### config.mk
export PLATFORM = sky130hd
export DESIGN_NAME = alu_seq
export DESIGN_NICKNAME = d
export VERILOG_FILES = /design/src/rtl/alu_pkg.sv /design/src/rtl/alu_mul_iter.sv /design/src/rtl/alu_seq.sv
export SDC_FILE = /design/constraint.sdc
export NUM_CORES = 1
export LEC_CHECK = 0
export ABC_CLOCK_PERIOD_IN_PS = 3400
export CAP_MARGIN = 5
export CORE_MARGIN = 5
export CORE_UTILIZATION = 45
export CTS_CLUSTER_SIZE = 12
export DETAILED_ROUTE_END_ITERATION = 7
export PLACE_DENSITY = 0.76
export SETUP_SLACK_MARGIN = 0.2
export SLEW_MARGIN = 20
export SYNTH_ARGS = -nofsm -noshare
export SYNTH_HDL_FRONTEND = slang
export SYNTH_SLANG_ARGS = --single-unit
### constraint.sdc
create_clock -name clk -period 3.4 [get_ports clk]
set_input_delay 0.51 -clock clk [delete_from_list [all_inputs] [get_ports clk]]
set_output_delay 0.51 -clock clk [all_outputs]
set_load 0.03 [all_outputs]
### src/rtl/alu_pkg.sv
// Shared encodings for the sequential ALU: opcodes, controller states, opcode width.
package alu_pkg;

    localparam int unsigned OpWidth = 3;

    typedef enum logic [OpWidth-1:0] {
        OP_ADD = 3'b000,
        OP_SUB = 3'b001,
        OP_AND = 3'b010,
        OP_OR  = 3'b011,
        OP_XOR = 3'b100,
        OP_SHL = 3'b101,
        OP_SHR = 3'b110,
        OP_MUL = 3'b111
    } op_e;

    typedef enum logic [1:0] {
        IDLE = 2'd0,
        BUSY = 2'd1,
        DONE = 2'd2
    } state_e;

endpackage

### src/rtl/alu_mul_iter.sv
// Iterative shift-add multiplier: start loads operands, done pulses on the WIDTH-th step.
module alu_mul_iter #(
    parameter int unsigned WIDTH = 4
) (
    input  logic               clk,
    input  logic               rst_n,
    input  logic               start,
    input  logic [WIDTH-1:0]   a,
    input  logic [WIDTH-1:0]   b,
    output logic               done,
    output logic [2*WIDTH-1:0] product
);

    localparam int unsigned CntW = $clog2(WIDTH + 1);

    logic [2*WIDTH-1:0] acc_q;
    logic [2*WIDTH-1:0] mcand_q;
    logic [2*WIDTH-1:0] step_sum;
    logic [WIDTH-1:0]   mplier_q;
    logic [CntW-1:0]    cnt_q;
    logic               busy_q;

    always_comb begin
        step_sum = acc_q + (mplier_q[0] ? mcand_q : '0);
    end

    // The final step is folded into the output so the product lands on the WIDTH-th edge.
    assign done    = busy_q && (cnt_q == CntW'(1));
    assign product = step_sum;

    always_ff @(posedge clk) begin
        if (!rst_n) begin
            acc_q    <= '0;
            mcand_q  <= '0;
            mplier_q <= '0;
            cnt_q    <= '0;
            busy_q   <= 1'b0;
        end else if (start) begin
            acc_q    <= '0;
            mcand_q  <= {{WIDTH{1'b0}}, a};
            mplier_q <= b;
            cnt_q    <= CntW'(WIDTH);
            busy_q   <= 1'b1;
        end else if (busy_q) begin
            acc_q    <= step_sum;
            mcand_q  <= mcand_q << 1;
            mplier_q <= mplier_q >> 1;
            cnt_q    <= cnt_q - CntW'(1);
            if (cnt_q == CntW'(1)) begin
                busy_q <= 1'b0;
            end
        end
    end

endmodule

### src/rtl/alu_seq.sv
// Handshaked sequential ALU with registered result and flags.
// Define ALU_MUL_EN to build the iterative multiplier for opcode 111; otherwise it reports err.
module alu_seq
    import alu_pkg::*;
#(
    parameter int unsigned WIDTH = 4
) (
    input  logic               clk,
    input  logic               rst_n,
    input  logic [WIDTH-1:0]   a,
    input  logic [WIDTH-1:0]   b,
    input  logic [OpWidth-1:0] sel,
    input  logic               in_valid,
    output logic               in_ready,
    output logic [WIDTH-1:0]   result,
    output logic [WIDTH-1:0]   result_hi,
    output logic               flag_z,
    output logic               flag_c,
    output logic               flag_v,
    output logic               flag_n,
    output logic               err,
    output logic               out_valid,
    input  logic               out_ready
);

    localparam int unsigned ShW = (WIDTH > 1) ? $clog2(WIDTH) : 1;

    state_e           state_q;
    logic [WIDTH-1:0] result_q;
    logic [WIDTH-1:0] result_hi_q;
    logic             z_q, c_q, v_q, n_q, err_q, out_valid_q;

    op_e              op;
    logic             accept;
    logic             is_mul;
    logic [WIDTH:0]   sum;
    logic [WIDTH:0]   diff;
    logic [ShW-1:0]   shamt;
    logic [WIDTH-1:0] alu_res;
    logic             alu_c, alu_v, alu_err;

    assign op       = op_e'(sel);
    assign in_ready = (state_q == IDLE) || ((state_q == DONE) && out_ready);
    assign accept   = in_valid && in_ready;

`ifdef ALU_MUL_EN
    logic               mul_done;
    logic [2*WIDTH-1:0] mul_prod;

    assign is_mul = (op == OP_MUL);

    alu_mul_iter #(
        .WIDTH(WIDTH)
    ) u_mul (
        .clk    (clk),
        .rst_n  (rst_n),
        .start  (accept && is_mul),
        .a      (a),
        .b      (b),
        .done   (mul_done),
        .product(mul_prod)
    );
`else
    assign is_mul = 1'b0;
`endif

    always_comb begin
        sum     = {1'b0, a} + {1'b0, b};
        diff    = {1'b0, a} - {1'b0, b};
        shamt   = b[ShW-1:0];
        alu_res = '0;
        alu_c   = 1'b0;
        alu_v   = 1'b0;
        alu_err = 1'b0;
        unique case (op)
            OP_ADD: begin
                alu_res = sum[WIDTH-1:0];
                alu_c   = sum[WIDTH];
                alu_v   = (a[WIDTH-1] == b[WIDTH-1]) && (sum[WIDTH-1] != a[WIDTH-1]);
            end
            OP_SUB: begin
                // diff[WIDTH] is the borrow, i.e. a < b unsigned.
                alu_res = diff[WIDTH-1:0];
                alu_c   = diff[WIDTH];
                alu_v   = (a[WIDTH-1] != b[WIDTH-1]) && (diff[WIDTH-1] != a[WIDTH-1]);
            end
            OP_AND:  alu_res = a & b;
            OP_OR:   alu_res = a | b;
            OP_XOR:  alu_res = a ^ b;
            OP_SHL:  alu_res = a << shamt;
            OP_SHR:  alu_res = a >> shamt;
            OP_MUL: begin
`ifndef ALU_MUL_EN
                alu_err = 1'b1;
`endif
            end
            default: ;
        endcase
    end

    always_ff @(posedge clk) begin
        if (!rst_n) begin
            state_q     <= IDLE;
            result_q    <= '0;
            result_hi_q <= '0;
            z_q         <= 1'b0;
            c_q         <= 1'b0;
            v_q         <= 1'b0;
            n_q         <= 1'b0;
            err_q       <= 1'b0;
            out_valid_q <= 1'b0;
        end else begin
            unique case (state_q)
                IDLE, DONE: begin
                    if (accept && is_mul) begin
`ifdef ALU_MUL_EN
                        state_q <= BUSY;
`endif
                        out_valid_q <= 1'b0;
                    end else if (accept) begin
                        state_q     <= DONE;
                        out_valid_q <= 1'b1;
                        result_q    <= alu_res;
                        result_hi_q <= '0;
                        z_q         <= (alu_res == '0) && !alu_err;
                        c_q         <= alu_c;
                        v_q         <= alu_v;
                        n_q         <= alu_res[WIDTH-1];
                        err_q       <= alu_err;
                    end else if ((state_q == DONE) && out_ready) begin
                        state_q     <= IDLE;
                        out_valid_q <= 1'b0;
                    end
                end
`ifdef ALU_MUL_EN
                BUSY: begin
                    if (mul_done) begin
                        state_q     <= DONE;
                        out_valid_q <= 1'b1;
                        result_q    <= mul_prod[WIDTH-1:0];
                        result_hi_q <= mul_prod[2*WIDTH-1:WIDTH];
                        z_q         <= (mul_prod == '0);
                        c_q         <= 1'b0;
                        v_q         <= 1'b0;
                        n_q         <= mul_prod[WIDTH-1];
                        err_q       <= 1'b0;
                    end
                end
`endif
                default: state_q <= IDLE;
            endcase
        end
    end

    assign result    = result_q;
    assign result_hi = result_hi_q;
    assign flag_z    = z_q;
    assign flag_c    = c_q;
    assign flag_v    = v_q;
    assign flag_n    = n_q;
    assign err       = err_q;
    assign out_valid = out_valid_q;

endmodule

==> summary.md <==
| Metric | Value |
|---|---|
| Met3 Resource Use GR | `3.93%` |
| R2R Path Start | `state_q[1]$_SDFFE_PN0P_` |
| DR iter-0 viols | `35` |
| Worst R2R End | `flag_z$_SDFFE_PN0P_` |
| CP max FO | `11` |
| Root buffer cell | `clkbuf_4` |
| Sequential area share after synthesis | `14.8%` |
| Most common cell in the netlist | `ha_1` |
| Maximum root-to-sink buffer count | `2` |
| CP Cell Sequence | `clkdlybuf4s50_1, ha_1, fa_1, mux2i_1, mux2i_1, nand4_1, nor3_2, a31o_1` |
| Die Height | `62.0 µm` |
| Worst-Skew Late Latency | `0.27 ns` |
| Max Fclk | `364 MHz` |
| GRT Util Overall | `15.2%` |
| Initial Utilization | `48.2%` |
| PortBufs | `25` |
| Share of layout cells above drive strength 1 | `12.3%` |
| Tcrit/Tclk final | `80.8%` |
| Area contributors post-synth | `dfxtp_1, ha_1, mux2i_1, clkbuf_8, a21oi_1` |
| Status | `complete, no violations` |
| Crit path max-delay family | `adder cells` |
| Post-synth top cells | `ha_1, inv_1, a21oi_1` |
| Clock sinks | `9` |
| Slew @ Worst Pin | `0.545 ns` |
| Worst reg2reg path depth | `5` |
| Worst Hold Class | `flip-flop to flip-flop` |
| Total die area | `3840 µm²` |
| Global-route wire length before repair | `4350 µm` |
| Tmin final | `2.75 ns` |
| PD cells | `260 nW/µm²` |
| Via count | `1088` |
| Endpoint class of the critical path | `flip-flop` |
| Hold depth | `2` |
| Post-CTS Hold Buffers | `0` |
| Seq cells post-synth | `9` |
| Yosys top cell area share | `14.8%` |
| Setup Crit Path Kind | `primary input to flip-flop` |
| Area leader, netlist | `dfxtp_1` |
| Final Power | `0.000379 W` |
| Pleak | `0.612 nW` |
| Vias in the first global route | `999` |
| Synth Instances | `137` |
| I/O pin count | `30` |
| Count of buffer and inverter cells on the critical path | `1` |
| Area grow syn2layout | `19.8%` |
| Clock transition at path regs | `0.06 ns` |
| Endpoints failing setup | `0` |
| Largest net degree at the start of global routing | `17` |
| WP data required | `3.62 ns` |
| Total wire length | `2850 µm` |
| Routed Antenna Nets | `0` |
| Busiest grt layer | `met2` |
| RSZ-0062 raised after global routing | `false` |
| Ys flop type | `dfxtp_1` |
| NumNets Final | `193` |
| WL per Instance | `14.8 µm` |
| Synthesized area per cell | `8.88 µm²` |
| Synthesized cell area | `1220 µm²` |
| CP max stage delay | `0.65 ns` |
| Met2 GRT Util | `25.3%` |
| Max-slew violation count | `0` |
| Number of synthesized flops with an enable pin | `0` |
| DRC viols | `0` |
| DRT Pass-1 Iters | `4` |
| Synth async-reset ratio | `0%` |
| CP startpoint | `b[0]` |
| Initial antenna violation count | `0` |
| VDD IR max | `294 µV` |
| # diodes | `0` |
| GR Overflow Total | `0` |
| Most numerous cell on the critical path | `mux2i_1` |
| Final hold vios | `0` |
| Final Wtd Congestion | `0.866` |
| R2r setup slk | `1.98 ns` |
| Levels on crit path | `8` |
| Unique masters post-synth | `52` |
| Fin Clk Skew | `0.00463 ns` |
| Max-Cap Viols | `0` |
| Total core area | `2520 µm²` |
| Htree depth | `1` |
| CTS Buf Count | `3` |
| Setup Fix Bufs, Post-CTS | `0` |
| Yosys warns | `0` |
| GRT met1 Usage | `19.8%` |
| Crit path DAT | `2.96 ns` |
| Crit path capture | `flag_z$_SDFFE_PN0P_` |
| Die X-Extent | `62.0 µm` |
| CTS resizes | `0` |
| Slew headroom | `63.5%` |
| Slowest-stage cell, CP | `clkdlybuf4s50_1` |
| CTS tree | `done` |
| Startpoint types | `primary input` |
| Mean number of vias per cell | `5.67` |
| TNS Setup | `0 ns` |
| Row cnt | `18` |
| DPL Wire Length | `2280 µm` |
-- cell usage in the layout, fill, tap and decap left out, drive strengths merged, types with 6 or more instances in the layout --
| master | count |
|---|---|
| clkdlybuf4s50 | 25 |
| ha | 13 |
| inv | 12 |
| a21oi | 10 |
| dfxtp | 9 |
| nor2b | 8 |
| nand2 | 7 |
| mux2i | 6 |
-- power breakdown --
group	internal, W	switching [W]	total, W	leakage, nW
combinational	0.0000808	0.0000985	0.000179	0.523
clock	0.0000453	0.0000394	0.0000848	0.0150
sequential	0.000112	0.00000336	0.000115	0.0737
total	0.000238	0.000141	0.000379	0.612
-- state kept, by name, indices dropped and copies added, names as in the netlist --
register,count
flag_v,1
err,1
flag_z,1
result,4
state_q,1
flag_c,1
-- through the flow --
step / area, µm² / util, % / hold WS [ns] / setup WS [ns] / instances
floorplan: 1230 / - / 0.589 / 1.18 / 140
finish: 1460 / 57.7 / 0.476 / 0.651 / 192
detailed placement: 1430 / 56.7 / 0.466 / 0.413 / 188
global route: 1460 / 57.7 / 0.530 / 0.540 / 192
global placement: 1430 / 56.7 / 0.460 / 0.483 / 188
CTS: 1460 / 57.7 / 0.475 / 0.679 / 192
-- worst min-delay path, stage by stage (launching register included) --
cell and delay [ns]:
dfxtp_1 0.31, nand2_1 0.05, a21boi_0 0.07
-- routing by layer --
metal / wire length, µm / share of wire [%] / vias to the layer above
met4: 10 / 0.35 / 0
met1: 1280 / 45 / 511
met3: 131 / 4.6 / 2
met5: 0 / 0 / -
li1: - / - / 547
met2: 1420 / 50 / 28
-- cell families (layout without fill, tap and decap cells) --
kind of cell             after synthesis  in the layout  synth area share, %
AO/OA/AOI/OAI                         40             40                 24.6
AND/OR/NAND/NOR                       38             38                 19.1
other                                  1              4                0.308
adder cells (fa/ha/maj)               15             15                 16.7
buffers and inverters                 23             45                 13.2
XOR/XNOR                               2              2                 1.44
multiplexers                           9              9                 9.88
flip-flops                             9              9                 14.8
-- cell type report --
cell class	instances	area, µm²
Fill cell	244	1070
Sequential cell	9	180
Timing Repair Buffer	29	280
Multi-Input combinational cell	108	887
Tap cell	30	37.5
Clock buffer	4	26.3
Inverter	12	45.0
-- worst min-delay path by stage --
stage                        start                   to  slack, ns
2_1_floorplan  flag_v$_SDFFE_PN0P_  flag_v$_SDFFE_PN0P_       0.59
3_3_place_gp   flag_v$_SDFFE_PN0P_  flag_v$_SDFFE_PN0P_       0.46
3_5_place_dp   flag_v$_SDFFE_PN0P_  flag_v$_SDFFE_PN0P_       0.47
4_1_cts        flag_v$_SDFFE_PN0P_  flag_v$_SDFFE_PN0P_       0.48
5_1_grt        flag_v$_SDFFE_PN0P_  flag_v$_SDFFE_PN0P_       0.53
6_report       flag_v$_SDFFE_PN0P_  flag_v$_SDFFE_PN0P_       0.48
Note: power is estimated with default switching activity, not from simulation.
